## src/rtl/bin_to_bcd_seq.sv

```systemverilog
// Sequential binary-to-BCD converter (double dabble), one input bit per clock.
// Start/done handshake; the last result is held on BCD between conversions.
module bin_to_bcd_seq #(
  parameter int WIDTH  = 8,
  parameter int DIGITS = 3
) (
  input  logic                  CLK,
  input  logic                  RST,
  input  logic                  START,
  input  logic [WIDTH-1:0]      BIN,
  output logic                  BUSY,
  output logic                  DONE,
  output logic [4*DIGITS-1:0]   BCD
);

  localparam int CNT_W = $clog2(WIDTH + 1);
  localparam int BCD_W = 4 * DIGITS;
  localparam longint unsigned DEC_RANGE = 64'd10 ** DIGITS;
  localparam longint unsigned BIN_MAX   = (64'd1 << WIDTH) - 64'd1;

  generate
    if (WIDTH < 1 || WIDTH > 16) begin : g_bad_width
      $error("bin_to_bcd_seq: WIDTH must be in 1..16");
    end
    if (DEC_RANGE <= BIN_MAX) begin : g_bad_digits
      $error("bin_to_bcd_seq: DIGITS too small for WIDTH");
    end
  endgenerate

  typedef enum logic {IDLE, SHIFT} state_t;

  state_t            state_q, state_d;
  logic [WIDTH-1:0]  sh_q, sh_d;
  logic [BCD_W-1:0]  acc_q, acc_d;
  logic [BCD_W-1:0]  bcd_q, bcd_d;
  logic [BCD_W-1:0]  adj;
  logic [CNT_W-1:0]  cnt_q, cnt_d;
  logic              busy_q, busy_d;
  logic              done_q, done_d;

  // Digits are adjusted independently; a digit <= 9 plus 3 never exceeds 12.
  always_comb begin
    adj = acc_q;
    for (int i = 0; i < DIGITS; i++) begin
      if (acc_q[4*i +: 4] >= 4'd5) begin
        adj[4*i +: 4] = acc_q[4*i +: 4] + 4'd3;
      end
    end
  end

  always_comb begin
    state_d = state_q;
    sh_d    = sh_q;
    acc_d   = acc_q;
    cnt_d   = cnt_q;
    busy_d  = busy_q;
    done_d  = 1'b0;
    bcd_d   = bcd_q;
    unique case (state_q)
      IDLE: begin
        if (START) begin
          sh_d    = BIN;
          acc_d   = '0;
          cnt_d   = '0;
          busy_d  = 1'b1;
          state_d = SHIFT;
        end
      end
      SHIFT: begin
        acc_d = {adj[BCD_W-2:0], sh_q[WIDTH-1]};
        sh_d  = sh_q << 1;
        cnt_d = cnt_q + CNT_W'(1);
        if (cnt_q == CNT_W'(WIDTH - 1)) begin
          bcd_d   = acc_d;
          done_d  = 1'b1;
          busy_d  = 1'b0;
          state_d = IDLE;
        end
      end
      default: state_d = IDLE;
    endcase
  end

  always_ff @(posedge CLK) begin
    if (RST) begin
      state_q <= IDLE;
      sh_q    <= '0;
      acc_q   <= '0;
      cnt_q   <= '0;
      busy_q  <= 1'b0;
      done_q  <= 1'b0;
      bcd_q   <= '0;
    end else begin
      state_q <= state_d;
      sh_q    <= sh_d;
      acc_q   <= acc_d;
      cnt_q   <= cnt_d;
      busy_q  <= busy_d;
      done_q  <= done_d;
      bcd_q   <= bcd_d;
    end
  end

  assign BUSY = busy_q;
  assign DONE = done_q;
  assign BCD  = bcd_q;

endmodule

```

## config.mk

```make
export PLATFORM = sky130hd
export DESIGN_NAME = bin_to_bcd_seq
export DESIGN_NICKNAME = d
export VERILOG_FILES = /design/src/rtl/bin_to_bcd_seq.sv
export SDC_FILE = /design/constraint.sdc
export NUM_CORES = 1
export LEC_CHECK = 0
export ABC_AREA = 0
export CORE_MARGIN = 5
export CORE_UTILIZATION = 53
export DETAILED_ROUTE_END_ITERATION = 16
export GPL_TIMING_DRIVEN = 1
export HOLD_SLACK_MARGIN = 0.03
export PLACE_DENSITY = 0.78
export SLEW_MARGIN = 5
export SYNTH_ARGS = -nofsm -noshare
export SYNTH_HDL_FRONTEND = slang
export SYNTH_SLANG_ARGS = --single-unit
```

## constraint.sdc

```tcl
create_clock -name CLK -period 2 [get_ports CLK]
set_clock_uncertainty 0.2 [all_clocks]
set_input_delay 0.4 -clock CLK [delete_from_list [all_inputs] [get_ports CLK]]
set_output_delay 0.4 -clock CLK [all_outputs]
set_load 0.02 [all_outputs]
```

==> results.md <==
* Status: complete, no violations
* Min-Delay Path Class: register to register
* Clk_lat worst skew at roughly 0.36 ns
* Cell area power density at between 600 and 700 nW/µm²
* Worst-path clk slew at between 0.1 and 0.15 ns
* Ports at 25
* Initial Util at 55.7%
* Post_cts resized at 0
* Top cells by count, synth: dfxtp_1 (39), a21oi_1 (20), nor2_1 (18)
* Vias in the first global route at 1382
* Initial antenna violation count at 0
* CTS Sinks at 39
* Count of final hold-check violations at 0
* Synthesized net count at just over 200
* Top cell type by total area after synthesis: dfxtp_1
* Global-route wire length before repair at between 5000 and 6000 µm
* Critical path endpoint category: output port
* Unrepaired setup endpoints after global routing: no
* Startpoint types: register
* Dominant synthesized flop cell: dfxtp_1
* Average wire per standard cell at 12.8 µm
* Setup_tns at 0 ns
* Iteration-0 DRC Markers at 86
* Worst-path cell chain: clkdlybuf4s50_1
* Final ANT Viol Nets at 0
* Number of cell rows at 20
* Fillers at 274
* DRC at 0
* Placed Area at approximately 2000 µm²
* Total Routing Usage GR at between 15 and 20%
* Setup violators final at 0
* Util after Layout at 66.9%
* Post-CTS Setup Bufs at 0
* Area added between synthesis and finish at 20.1%
* CP max FO at 2
* CTS H-Tree Depth at 2
* Worst EP arrival at 1.32 ns
* Area of the core at 3100 µm²
* Number of flops mapped to enable cells by yosys at 0
* Cells after Synth at 188
* IR drop worst, VDD at ~440 µV
* Syn. warnings at 0
* Count of pins over their slew limit at 0
* Full die area at about 4500 µm²
* Post-synthesis sequential element count at 39
* Leakage power at 0.000753 µW
* Final Routed Wirelength at about 3300 µm
* Worst EP required at around 1.4 ns
* DPL Wire Length at about 2400 µm
* Largest net degree at the start of global routing at 30
* Peak per-stage delay on the critical path at 0.61 ns
* Yosys top cell area share at 45.2%
* Netlist cell types at 37
* Count leader, synth: dfxtp_1
* Via/cell ratio at 5.29
* Root Driver: clkbuf_4
* Slew @ Worst Pin at about 0.46 ns
* Setup CP Type: register to output port
* Fin area at slightly above 2000 µm²
* Crit path time final at approximately 1.9 ns
* Share of cells above drive strength 1 at 8.84%
* Die W at 67.1 µm
* Largest delay share family, worst path: buffers and inverters
* Number of buffers created by CTS at 5
* Ranking of synthesized cells by area: dfxtp_1 (45%), a21oi_1 (5.8%), mux2i_1 (5.8%), ha_1 (5.1%), o21ai_1 (4.6%)
* CTS tree: done
* Vias at 1369
* Max-Cap Viols at 0
* GRT overflow at 0
* Post-synthesis sequential area ratio at a little under half
* Ys async rst share at 0%
* Drt pass-1 iters at 4
* Final period util at between 90% and 100%
* Pwr Total at between 1000 and 1500 µW
* CP bufs+invs at 1
* Slowest CP cell: clkdlybuf4s50_1
* Total Nets Final at between 200 and 250
* Port Buffer Count at 24
* Syn Area/Cell at between 9 and 10 µm²
* Placer Congestion at 0.882
* Die Y-Extent at between 60 and 70 µm
* Fmax achieved at 521 MHz
* Diodes inserted at 0
* Mapped Area at about 1700 µm²
* Clock Path Buffers at 2
* Slew HR at 69.6%
* Hold Buf Count CTS at 0
## path summary, 6_finish.rpt
kind | slack [ns] | startpoint | cells past startpoint | endpoint
min reg2reg | 0.25 | BCD[6]$_SDFFE_PP0P_ | 2 | BCD[6]$_SDFFE_PP0P_
max | 0.08 | BCD[5]$_SDFFE_PP0P_ | 1 | BCD[5]
min | 0.25 | BCD[6]$_SDFFE_PP0P_ | 2 | BCD[6]$_SDFFE_PP0P_
max reg2reg | 0.30 | acc_q[5]$_SDFFE_PP0P_ | 6 | acc_q[6]$_SDFFE_PP0P_
## report_power, final
part	leakage, µW	internal, µW	switching (µW)
sequential	0.000316	792	9.56
clock	0.0000386	207	251
combinational	0.000399	52.8	64.6
## routing by layer
layer / track usage, % / wire length, µm / up-vias
met5: 0 / 0 / -
met4: 10.6 / 102 / 0
met3: 4.22 / 178 / 10
met2: 28.8 / 1590 / 35
met1: 17.8 / 1450 / 619
li1: - / - / 705
## cells in the final DEF (no fill, tap or decap), drive strengths merged, types with 2 or more instances in the layout
cell,instances
clkbuf,8
o21ai,18
inv,8
mux2,2
ha,7
nand3,8
a22o,4
nand2b,4
mux2i,10
nor2b,2
nor2,20
dfxtp,39
xnor2,3
buf,4
nor3,6
a21oi,22
nand2,8
a32o,3
nor3b,7
clkdlybuf4s50,24
## cells by family (layout without fill, tap and decap cells)
group | Yosys count | count (layout) | share of synthesized area [%]
AND/OR/NAND/NOR | 58 | 58 | 17.4
AO/OA/AOI/OAI | 51 | 51 | 17.9
flip-flops | 39 | 39 | 45.2
buffers and inverters | 18 | 45 | 5.64
multiplexers | 12 | 12 | 7.31
adder cells (fa/ha/maj) | 7 | 7 | 5.06
XOR/XNOR | 3 | 3 | 1.52
## state kept, by name, summed over array words and instances, names as in the netlist
signal and cells:
BCD 12, BUSY 1, DONE 1, acc_q 12
cnt_q 4, sh_q 8, state_q 1
## stage by stage
stage	setup WS, ns	hold slack, ns	instances
3_5_place_dp	0.133	0.241	251
6_report	0.0798	0.251	259
2_1_floorplan	0.421	0.238	188
4_1_cts	0.0698	0.257	259
5_1_grt	0.0272	0.278	259
3_3_place_gp	0.172	0.234	251
## layout make-up
type                            instances  area (µm²)  area share (%)
Tap cell                               44        55.1            2.65
Inverter                                9        38.8            1.87
Clock buffer                            8        68.8            3.31
Timing Repair Buffer                   28         283            13.6
Sequential cell                        39         781            37.6
Multi-Input combinational cell        131         851            41.0
Power figures use the tool's default switching activity.
==> RTL change 1 (same settings) <==
The parameter `WIDTH` goes from 8 to 7.
--- a/src/rtl/bin_to_bcd_seq.sv
+++ b/src/rtl/bin_to_bcd_seq.sv
@@ -3,3 +3,3 @@
 module bin_to_bcd_seq #(
-  parameter int WIDTH  = 8,
+  parameter int WIDTH  = 7,
   parameter int DIGITS = 3
Interface: changed (resized BIN); port bits go from 25 to 24. The function was not compared with the original's and may differ.
==> RTL change 1 against the original RTL <==
- sequential cell count fell by 2
- setup slack improved by 0.018 ns
- fmax rose by 0.93%
- cell count rose by 3.5%
- largest power group unchanged
- combinational power rose by 6%
- register-to-register slack got worse by 0.11 ns
- synthesized area fell by 2.0%
- critical endpoint is now BCD[8]
- highest routed layer unchanged
- hold slack improved by 0.0039 ns
- routed wire length rose by 0.57%
- power fell by 8.7%
- global-route usage rose by 0.61 points
- final area rose by 0.78%
==> RTL change 1: results (changes against the original RTL) <==
[run_status]
outcome = finished clean  ; unchanged

[worst_setup_path]
r2r_slack_ns = 0.19  ; was 0.30 ns
endpoint = BCD[8]  ; was BCD[5]
crit_path_start = BCD[8]$_SDFFE_PP0P_  ; was BCD[5]$_SDFFE_PP0P_

[global_route]
grt_pass1_wl_um = 5754  ; was 5664 µm
grt_start_max_net_pins = 17  ; was 30
grt_util_met1_pct = 18.78  ; was 17.78%
first_global_vias = 1308  ; was 1382

[routing]
met2_length_um = 1667  ; was 1585 µm
dr_wl_met3_um = 108  ; was 178 µm
drt-initial-drc-count = 127  ; was 86
postRouteWirelength_um = 3334  ; was 3315 µm
vias = 1373  ; was 1369
first_pass_iters = 3  ; was 4
m1WireLength_um = 1507  ; was 1450 µm
wl_per_cell_um = 12.44  ; was 12.80 µm

[placed_design]
hpwl_um = 2556  ; was 2419 µm
portBuffers = 23  ; was 24

[sta]
worst_slack_ns = 0.09752  ; was 0.07976 ns
worst_pin_slew_ns = 0.2530  ; was 0.4564 ns

[floorplan]
die_w_um = 66.56  ; was 67.12 µm

[cells_and_area]
n_fill_cell = 264  ; was 274
layout-drive-gt1-share_pct = 13.39  ; was 8.837%
seq_cells = 37  ; was 39
signal_buffers = 37  ; was 28
multiInputGateArea_um2 = 864.6  ; was 850.8 µm²
nClkBuffers = 6  ; was 8
buf_share_pct = 16.62  ; was 13.61%

[worst_hold_path]
min_to = BCD[4]$_SDFFE_PP0P_  ; was BCD[6]$_SDFFE_PP0P_
hold_start = BCD[4]$_SDFFE_PP0P_  ; was BCD[6]$_SDFFE_PP0P_

[yosys]
ys_seq_area_share_pct = 43.69  ; was 45.15%
syn_inst = 189  ; was 188
synth_area_leaders = dfxtp_1, ha_1, mux2i_1  ; was dfxtp_1, a21oi_1, mux2i_1
synth_top_area_share_pct = 43.69  ; was 45.15%
yosys-top-cells-count = dfxtp_1, nor2_1, a21oi_1  ; was dfxtp_1, a21oi_1, nor2_1

[clock_network]
clock_latency_ns = 0.34  ; was 0.36 ns

-- RTL change 1: cell types whose count changed in the layout (fill, tap and decap cells not counted), sizes merged, moves of 5 or more --
cell,delta
nand3b,+7
nand2,+5
o21ai,+6
buf,+10
nand3,-5
-- RTL change 1: cells by family after synthesis --
| group | count (synthesis) | synth area share [%] |
|---|---|---|
| DFF | 37 | 43.69 |
| buffers and inverters | 19 | 5.313 |
| muxes | 12 | 7.749 |
| AOI/OAI and AO/OA | 48 | 16.24 |
| adders and majority gates | 8 | 5.904 |
| xor gates and xnor gates | 3 | 1.550 |
| and+or+nand+nor | 62 | 19.56 |
-- RTL change 1: power by group --
| part | switching (mW) | internal [mW] | leakage (nW) |
|---|---|---|---|
| Combinational | 0.0602 | 0.0634 | 0.479 |
| Sequential | 0.0102 | 0.751 | 0.300 |
| Clock | 0.239 | 0.134 | 0.0320 |
| Total | 0.310 | 0.948 | 0.811 |
==> RTL change 2 (same settings) <==
Made on the original files. Add an input register stage for `START` and `BIN`, without a reset; this delays them by one clock.
--- a/src/rtl/bin_to_bcd_seq.sv
+++ b/src/rtl/bin_to_bcd_seq.sv
@@ -19,2 +19,10 @@
   localparam longint unsigned BIN_MAX   = (64'd1 << WIDTH) - 64'd1;
+
+  logic START_q;
+  logic [WIDTH-1:0] BIN_q;
+
+  always_ff @(posedge CLK) begin
+    START_q <= START;
+    BIN_q   <= BIN;
+  end
 
@@ -60,4 +68,4 @@
       IDLE: begin
-        if (START) begin
-          sh_d    = BIN;
+        if (START_q) begin
+          sh_d    = BIN_q;
           acc_d   = '0;
Formal check against the unedited RTL: not equivalent (Yosys sat finds a counterexample within 4 cycles, from zero or initial values and one cycle with RST high).
==> RTL change 2 against the original RTL <==
- clock power increased by 33%
- via count increased by 7.2%
- routed wire length increased by 10%
- critical path type unchanged
- power increased by 25%
- core utilization increased by 0.097 points
- final area increased by 10%
- synthesized area increased by 11%
- setup slack got worse by 0.018 ns
- sequential cell count increased by 9
- global-route usage decreased by 0.63 points
==> RTL change 2: results (changes against the original RTL) <==
[placed_design]
gp_congestion = 0.8224  ; was 0.8824
hpwl_um = 2609  ; was 2419 µm

[routing]
m1WireLength_um = 1595  ; was 1450 µm
wl_per_cell_um = 13.21  ; was 12.80 µm
dr_wl_met3_um = 161  ; was 178 µm
drt-initial-drc-count = 56  ; was 86
met2_length_um = 1823  ; was 1585 µm

[cells_and_area]
n_fill_cell = 283  ; was 274
layout-drive-gt1-share_pct = 8.696  ; was 8.837%
final_nets = 247  ; was 232

[sta]
slew_headroom_pct = 59.81  ; was 69.57%

[yosys]
synth_area_leaders = dfxtp_1, a21oi_1, mux2i_1  ; unchanged
synth_cell_type_count = 31  ; was 37
syn_nets = 222  ; was 206
yosys-top-cells-count = dfxtp_1, a21oi_1, nor2_1  ; unchanged
ys_seq_area_share_pct = 49.93  ; was 45.15%

[power]
leakage_nw = 0.8579  ; was 0.7534 nW
peakVddDrop_mv = 0.5043  ; was 0.4399 mV
intPower_mw = 1.335  ; was 1.052 mW

[global_route]
grt_pass1_wl_um = 6375  ; was 5664 µm
use_met2_pct = 28.38  ; was 28.83%
grt_util_met1_pct = 17.08  ; was 17.78%
grt_start_max_net_pins = 27  ; was 30
met3_usage_pct = 4.591  ; was 4.216%
grt_use_total_pct = 16.00  ; was 16.63%

[worst_hold_path]
min_path_type = input pin to flop  ; was flop to flop
hold_start = BIN[3]  ; was BCD[6]$_SDFFE_PP0P_

[clock_network]
clk_pin_slew_ns = 0.14  ; was 0.11 ns

[worst_setup_path]
crit_arrival_ns = 1.34  ; was 1.32 ns

[run_status]
outcome = finished clean  ; unchanged

[RTL change 2: power by group through the flow]
| stage | clock (mW) | sequential (mW) | combinational [mW] |
|---|---|---|---|
| after floorplan | 0 | 1.01 | 0.0755 |
| after global placement | 0 | 1.02 | 0.109 |
| after detailed placement | 0 | 1.02 | 0.113 |
| after CTS | 0.621 | 0.996 | 0.113 |
| after global routing | 0.663 | 1.00 | 0.124 |
| final | 0.610 | 0.996 | 0.112 |
[RTL change 2: area by class of cell]
type	instances	area share [%]
well taps	46	2.514
multi-input cells	137	38.14
repair buffers	29	12.13
flip-flops and latches	48	41.97
clock buffers	6	2.240
clock inverters	2	1.694
inverters	8	1.311
[RTL change 2: logic make-up after synthesis]
family | count (synthesis) | synth area share [%]
simple gates | 63 | 17.43
compound gates | 52 | 15.21
flops | 48 | 49.93
buf+inv | 19 | 4.682
mux | 12 | 6.827
fa+ha+maj | 7 | 4.551
xor+xnor | 3 | 1.366
[RTL change 2: final timing paths]
check / endpoint / slack [ns] / cells past startpoint
worst max-delay path: BCD[2] / 0.06 / 1
worst min-delay path: BIN_q[3]$_DFF_P_ / 0.26 / 1
worst max register to register: acc_q[10]$_SDFFE_PP0P_ / 0.20 / 6
worst min register to register: BCD[11]$_SDFFE_PP0P_ / 0.26 / 2
[RTL change 2: metrics by stage]
step | area [µm²] | total power [mW] | instances | worst slack [ns]
2_1_floorplan | 1924 | 1.089 | 204 | 0.3728
3_3_place_gp | 2200 | 1.125 | 268 | 0.1184
4_1_cts | 2290 | 1.730 | 276 | 0.04887
6_report | 2290 | 1.718 | 276 | 0.06183
3_5_place_dp | 2200 | 1.130 | 268 | 0.09584
5_1_grt | 2290 | 1.786 | 276 | 0.009926
